==> src/rtl/conv_1x1_weight_sched.sv <==
// Per-output-channel weight burst sequencer between a fixed-latency weight memory and the 1x1 conv engine.
// Weights appear MEM_LATENCY cycles after their read strobe; the next burst waits for the datapath's pass_done.
module conv_1x1_weight_sched #(
    parameter int DATA_WIDTH      = 32,
    parameter int CHANNEL_NUM_IN  = 256,
    parameter int CHANNEL_NUM_OUT = 512,
    parameter int ADDR_WIDTH      = 17,
    parameter int BASE_ADDR       = 0,
    parameter int MEM_LATENCY     = 2,
    parameter int OC_WIDTH        = (CHANNEL_NUM_OUT > 1) ? $clog2(CHANNEL_NUM_OUT) : 1
) (
    input  logic                  clk,
    input  logic                  reset,
    input  logic                  start,
    input  logic                  pass_done,
    output logic                  mem_rd_en,
    output logic [ADDR_WIDTH-1:0] mem_addr,
    input  logic [DATA_WIDTH-1:0] mem_rd_data,
    output logic                  valid_weight_out,
    output logic [DATA_WIDTH-1:0] weight_out,
    output logic [OC_WIDTH-1:0]   oc_idx,
    output logic                  busy,
    output logic                  done
);

    localparam int CNT_MAX   = (CHANNEL_NUM_IN > MEM_LATENCY) ? CHANNEL_NUM_IN : MEM_LATENCY;
    localparam int CNT_WIDTH = $clog2(CNT_MAX + 1);

    localparam logic [CNT_WIDTH-1:0]  CIN_LAST  = CNT_WIDTH'(CHANNEL_NUM_IN - 1);
    localparam logic [CNT_WIDTH-1:0]  LAT_LAST  = CNT_WIDTH'(MEM_LATENCY - 1);
    localparam logic [OC_WIDTH-1:0]   OC_LAST   = OC_WIDTH'(CHANNEL_NUM_OUT - 1);
    localparam logic [ADDR_WIDTH-1:0] ADDR_BASE = ADDR_WIDTH'(BASE_ADDR);

    typedef enum logic [2:0] {
        S_IDLE,
        S_LOAD,
        S_DRAIN,
        S_WAIT_PASS,
        S_DONE
    } state_t;

    state_t                 state_q, state_d;
    logic [CNT_WIDTH-1:0]   cnt_q, cnt_d;
    logic [OC_WIDTH-1:0]    oc_q, oc_d;
    logic [ADDR_WIDTH-1:0]  addr_q, addr_d;
    logic                   pend_q, pend_d;
    logic [MEM_LATENCY-1:0] pipe_q, pipe_d;
    logic [DATA_WIDTH-1:0]  hold_q;

    always_comb begin
        state_d   = state_q;
        cnt_d     = cnt_q;
        oc_d      = oc_q;
        addr_d    = addr_q;
        pend_d    = pend_q;
        mem_rd_en = 1'b0;
        busy      = 1'b1;
        done      = 1'b0;
        unique case (state_q)
            S_IDLE: begin
                busy = 1'b0;
                if (start) begin
                    state_d = S_LOAD;
                    cnt_d   = '0;
                    oc_d    = '0;
                    addr_d  = ADDR_BASE;
                    pend_d  = 1'b0;
                end
            end
            // Bursts are back-to-back in address order, so a running address equals BASE + oc*CIN + ci.
            S_LOAD: begin
                mem_rd_en = 1'b1;
                addr_d    = addr_q + ADDR_WIDTH'(1);
                if (pass_done) pend_d = 1'b1;
                if (cnt_q == CIN_LAST) begin
                    state_d = S_DRAIN;
                    cnt_d   = '0;
                end else begin
                    cnt_d = cnt_q + CNT_WIDTH'(1);
                end
            end
            S_DRAIN: begin
                if (pass_done) pend_d = 1'b1;
                if (cnt_q == LAT_LAST) begin
                    state_d = S_WAIT_PASS;
                    cnt_d   = '0;
                end else begin
                    cnt_d = cnt_q + CNT_WIDTH'(1);
                end
            end
            S_WAIT_PASS: begin
                if (pass_done || pend_q) begin
                    pend_d = 1'b0;
                    if (oc_q == OC_LAST) begin
                        state_d = S_DONE;
                    end else begin
                        oc_d    = oc_q + OC_WIDTH'(1);
                        state_d = S_LOAD;
                    end
                end
            end
            S_DONE: begin
                done    = 1'b1;
                oc_d    = '0;
                state_d = S_IDLE;
            end
            default: state_d = S_IDLE;
        endcase
    end

    // Read-valid pipe mirrors the memory latency; clearing it on reset drops in-flight returns.
    always_comb begin
        pipe_d    = pipe_q << 1;
        pipe_d[0] = mem_rd_en;
    end

    assign mem_addr         = mem_rd_en ? addr_q : '0;
    assign valid_weight_out = pipe_q[MEM_LATENCY-1];
    assign weight_out       = valid_weight_out ? mem_rd_data : hold_q;
    assign oc_idx           = oc_q;

    always_ff @(posedge clk) begin
        if (reset) begin
            state_q <= S_IDLE;
            cnt_q   <= '0;
            oc_q    <= '0;
            addr_q  <= '0;
            pend_q  <= 1'b0;
            pipe_q  <= '0;
            hold_q  <= '0;
        end else begin
            state_q <= state_d;
            cnt_q   <= cnt_d;
            oc_q    <= oc_d;
            addr_q  <= addr_d;
            pend_q  <= pend_d;
            pipe_q  <= pipe_d;
            if (valid_weight_out) hold_q <= mem_rd_data;
        end
    end

endmodule

==> config.mk <==
export PLATFORM = sky130hd
export DESIGN_NAME = conv_1x1_weight_sched
export DESIGN_NICKNAME = d
export VERILOG_FILES = /design/src/rtl/conv_1x1_weight_sched.sv
export SDC_FILE = /design/constraint.sdc
export NUM_CORES = 1
export LEC_CHECK = 0
export ABC_AREA = 1
export CORE_UTILIZATION = 40
export CTS_CLUSTER_SIZE = 24
export DETAILED_ROUTE_END_ITERATION = 7
export GPL_ROUTABILITY_DRIVEN = 0
export GPL_TIMING_DRIVEN = 0
export PLACE_DENSITY = 0.77
export SLEW_MARGIN = 15
export SYNTH_ARGS = -nofsm -noshare
export SYNTH_HDL_FRONTEND = slang
export SYNTH_SLANG_ARGS = --single-unit
==> constraint.sdc <==
create_clock -name clk -period 3.5 [get_ports clk]
set_input_delay 0.35 -clock clk [delete_from_list [all_inputs] [get_ports clk]]
set_output_delay 0.35 -clock clk [all_outputs]
set_load 0.005 [all_outputs]
==> flow_summary.json <==
{
  "max_stage_delay_ns": 0.51,
  "coreArea_sq_mm": 0.00876,
  "insertion_delay_ns": 0.35,
  "critical_path.slowest_cell": "dfxtp_1",
  "die_area_sq_mm": 0.00945,
  "syn_area_per_cell_sq_um": 6.55,
  "max_slew_margin": 0.639,
  "drt-total-wl_um": 9160,
  "synth_area_sq_mm": 0.00363,
  "synth_seq_cells": 73,
  "synth_edf_count": 0,
  "required_ns": 3.15,
  "clkTransAtPathRegs_ns": 0.08,
  "period_needed_ns": 2.54,
  "p_leak_uw": 0.00193,
  "antenna_left": 0,
  "synth_ff_type": "dfxtp_1",
  "syn_nets": 597,
  "ys_seq_area_frac": 0.403,
  "fmax_ghz": 0.394,
  "holdBufCountCts": 0,
  "grt_pass1_wl_um": 15700,
  "clock-sinks": 73,
  "synth_cell_types": 33,
  "numPortBuffers": 96,
  "grt_overflow": 0,
  "first_pass_iters": 5,
  "cp_max_fo": 10,
  "final_cell_mix": "182 x nand2_1, 96 x clkdlybuf4s50_1, 73 x dfxtp_1",
  "cpMostUsedCell": "buf_2",
  "tightest_slew_ns": 0.542,
  "finalNonFillerCells": 774,
  "dp_hpwl_um": 6780,
  "grt_max_degree": 15,
  "fin_setup_tns_ns": 0,
  "dp_cells": 758,
  "start_util": 0.414,
  "drv_cap": 0,
  "path_class": "reg -> out",
  "fillerInstances": 801,
  "final_common_cell": "nand2_1",
  "grt_usage": 0.199,
  "nets": 704,
  "end_kind": "output pin",
  "h-tree-depth": 3,
  "hold_viol_final": 0,
  "irDropWorstVdd_v": 0.000237,
  "drt_iter0_markers": 251,
  "cp.arrival_ns": 2.19,
  "cellPowerDensity_mw_per_mm2": 483,
  "synthArstFlopShare": 0,
  "num_rows": 34,
  "cts_resized": 0,
  "num_antenna_cells": 0,
  "placed_area_sq_mm": 0.00472,
  "timing.final.crit_share": 0.725,
  "cts-root-buf": "clkbuf_8",
  "wl_per_cell_um": 11.8,
  "clk_path_buf_depth": 2,
  "drv_slew": 0,
  "multi_input_area_sq_mm": 0.00188,
  "crit_chain": "nand3_2, buf_2, buf_2, nor2_1, clkdlybuf4s50_1",
  "io_pins": 98,
  "rsz0062_at_grt": "no",
  "cts_tree": "built",
  "fp.dieW_um": 97.2,
  "grt_pass1_vias": 3554,
  "yosys_warnings": 0,
  "num_vias": 3794,
  "hp-class": "reg -> reg",
  "antenna_found_initial": 0,
  "fin_area_sq_mm": 0.00492,
  "area_growth_pct": 35.8,
  "status": "completed",
  "skew_ns": 0.00893,
  "synth_cells": 554,
  "drive_gt1_frac": 0.0706,
  "via_per_inst": 4.90,
  "drcViolationCount": 0,
  "start_kind": "flip-flop",
  "cts_made_buffers": 9,
  "setup_viol": 0,
  "fp.dieH_um": 97.2,
  "seq_area_sq_mm": 0.00146,
  "post-cts-setup-buffers": 0
}
==> flip-flops by register name, summed over array words and instances, names as in the netlist <==
signal and flops:
oc_idx 9, state_q 3, pipe_q 2, hold_q 32, addr_q 17, cnt_q 9, pend_q 1
==> cell families (layout without fill, tap and decap cells) <==
| family | after synthesis | after routing | share of synthesized area |
|---|---|---|---|
| xor+xnor | 2 | 2 | 0.00483 |
| compound gates | 83 | 83 | 0.123 |
| buf+inv | 76 | 188 | 0.0797 |
| flops | 73 | 73 | 0.403 |
| simple gates | 313 | 313 | 0.365 |
| fa+ha+maj | 7 | 7 | 0.0241 |
==> per-stage QoR <==
stage	worst slack, ns	total power, uW	util	hold WS, ns
after floorplan	1.80	1430	-	0.388
after global placement	1.36	1710	0.539	0.394
after detailed placement	1.35	1730	0.539	0.400
after CTS	0.949	2400	0.562	0.407
after global routing	0.824	2530	0.562	0.438
final	0.963	2380	0.562	0.403
==> where the power goes <==
group	internal, uW	leakage [uW]	switching [uW]
Clock	335	0.000100	320
Sequential	886	0.000590	51.0
Combinational	307	0.00124	481
Total	1530	0.00193	852
==> synth_stat cells, types with 5 or more instances <==
library cell | count | area (sq um)
dfxtp_1 | 73 | 1460
nand2_1 | 182 | 683
inv_1 | 51 | 191
ha_1 | 7 | 87.6
inv_2 | 6 | 22.5
nand3_1 | 35 | 175
clkbuf_1 | 15 | 56.3
nand3_2 | 6 | 60.1
o21ai_0 | 18 | 90.1
a21oi_1 | 53 | 265
nor3_1 | 5 | 25.0
nor2_1 | 69 | 259
==> worst paths after layout <==
| path | slack [ns] | cells past startpoint | startpoint | end |
|---|---|---|---|---|
| setup / recovery | 0.96 | 5 | state_q[0] | mem_addr[8] |
| hold / removal | 0.40 | 2 | pipe_q[0] | pipe_q[1] |
| setup reg to reg | 1.55 | 9 | oc_idx[0] | oc_idx[1] |
| hold reg to reg | 0.40 | 2 | pipe_q[0] | pipe_q[1] |
==> cell type report <==
| class | instances | area share |
|---|---|---|
| multi-input combinational | 405 | 0.381 |
| sequential | 73 | 0.297 |
| timing repair buffer | 96 | 0.195 |
| inverter | 57 | 0.0434 |
| tap | 108 | 0.0274 |
| clock buffer | 9 | 0.0252 |
| clock inverter | 7 | 0.0158 |
| buffer | 19 | 0.0152 |
==> metal layers <==
metal  vias up  GRT usage  part of all wire
li1       1973          -                 -
met1      1690      0.248              0.47
met4         0     0.0543             0.012
met5         -          0                 0
met2       118      0.339              0.46
met3        13     0.0518             0.058
==> worst max-delay path: cells and delay by family (launching register included) <==
| family | cells | cell delay [ns] |
|---|---|---|
| and+or+nand+nor | 2 | 0.35 |
| DFF | 1 | 0.51 |
| buffers and inverters | 3 | 0.98 |
Note: power is estimated with default switching activity, not from simulation.
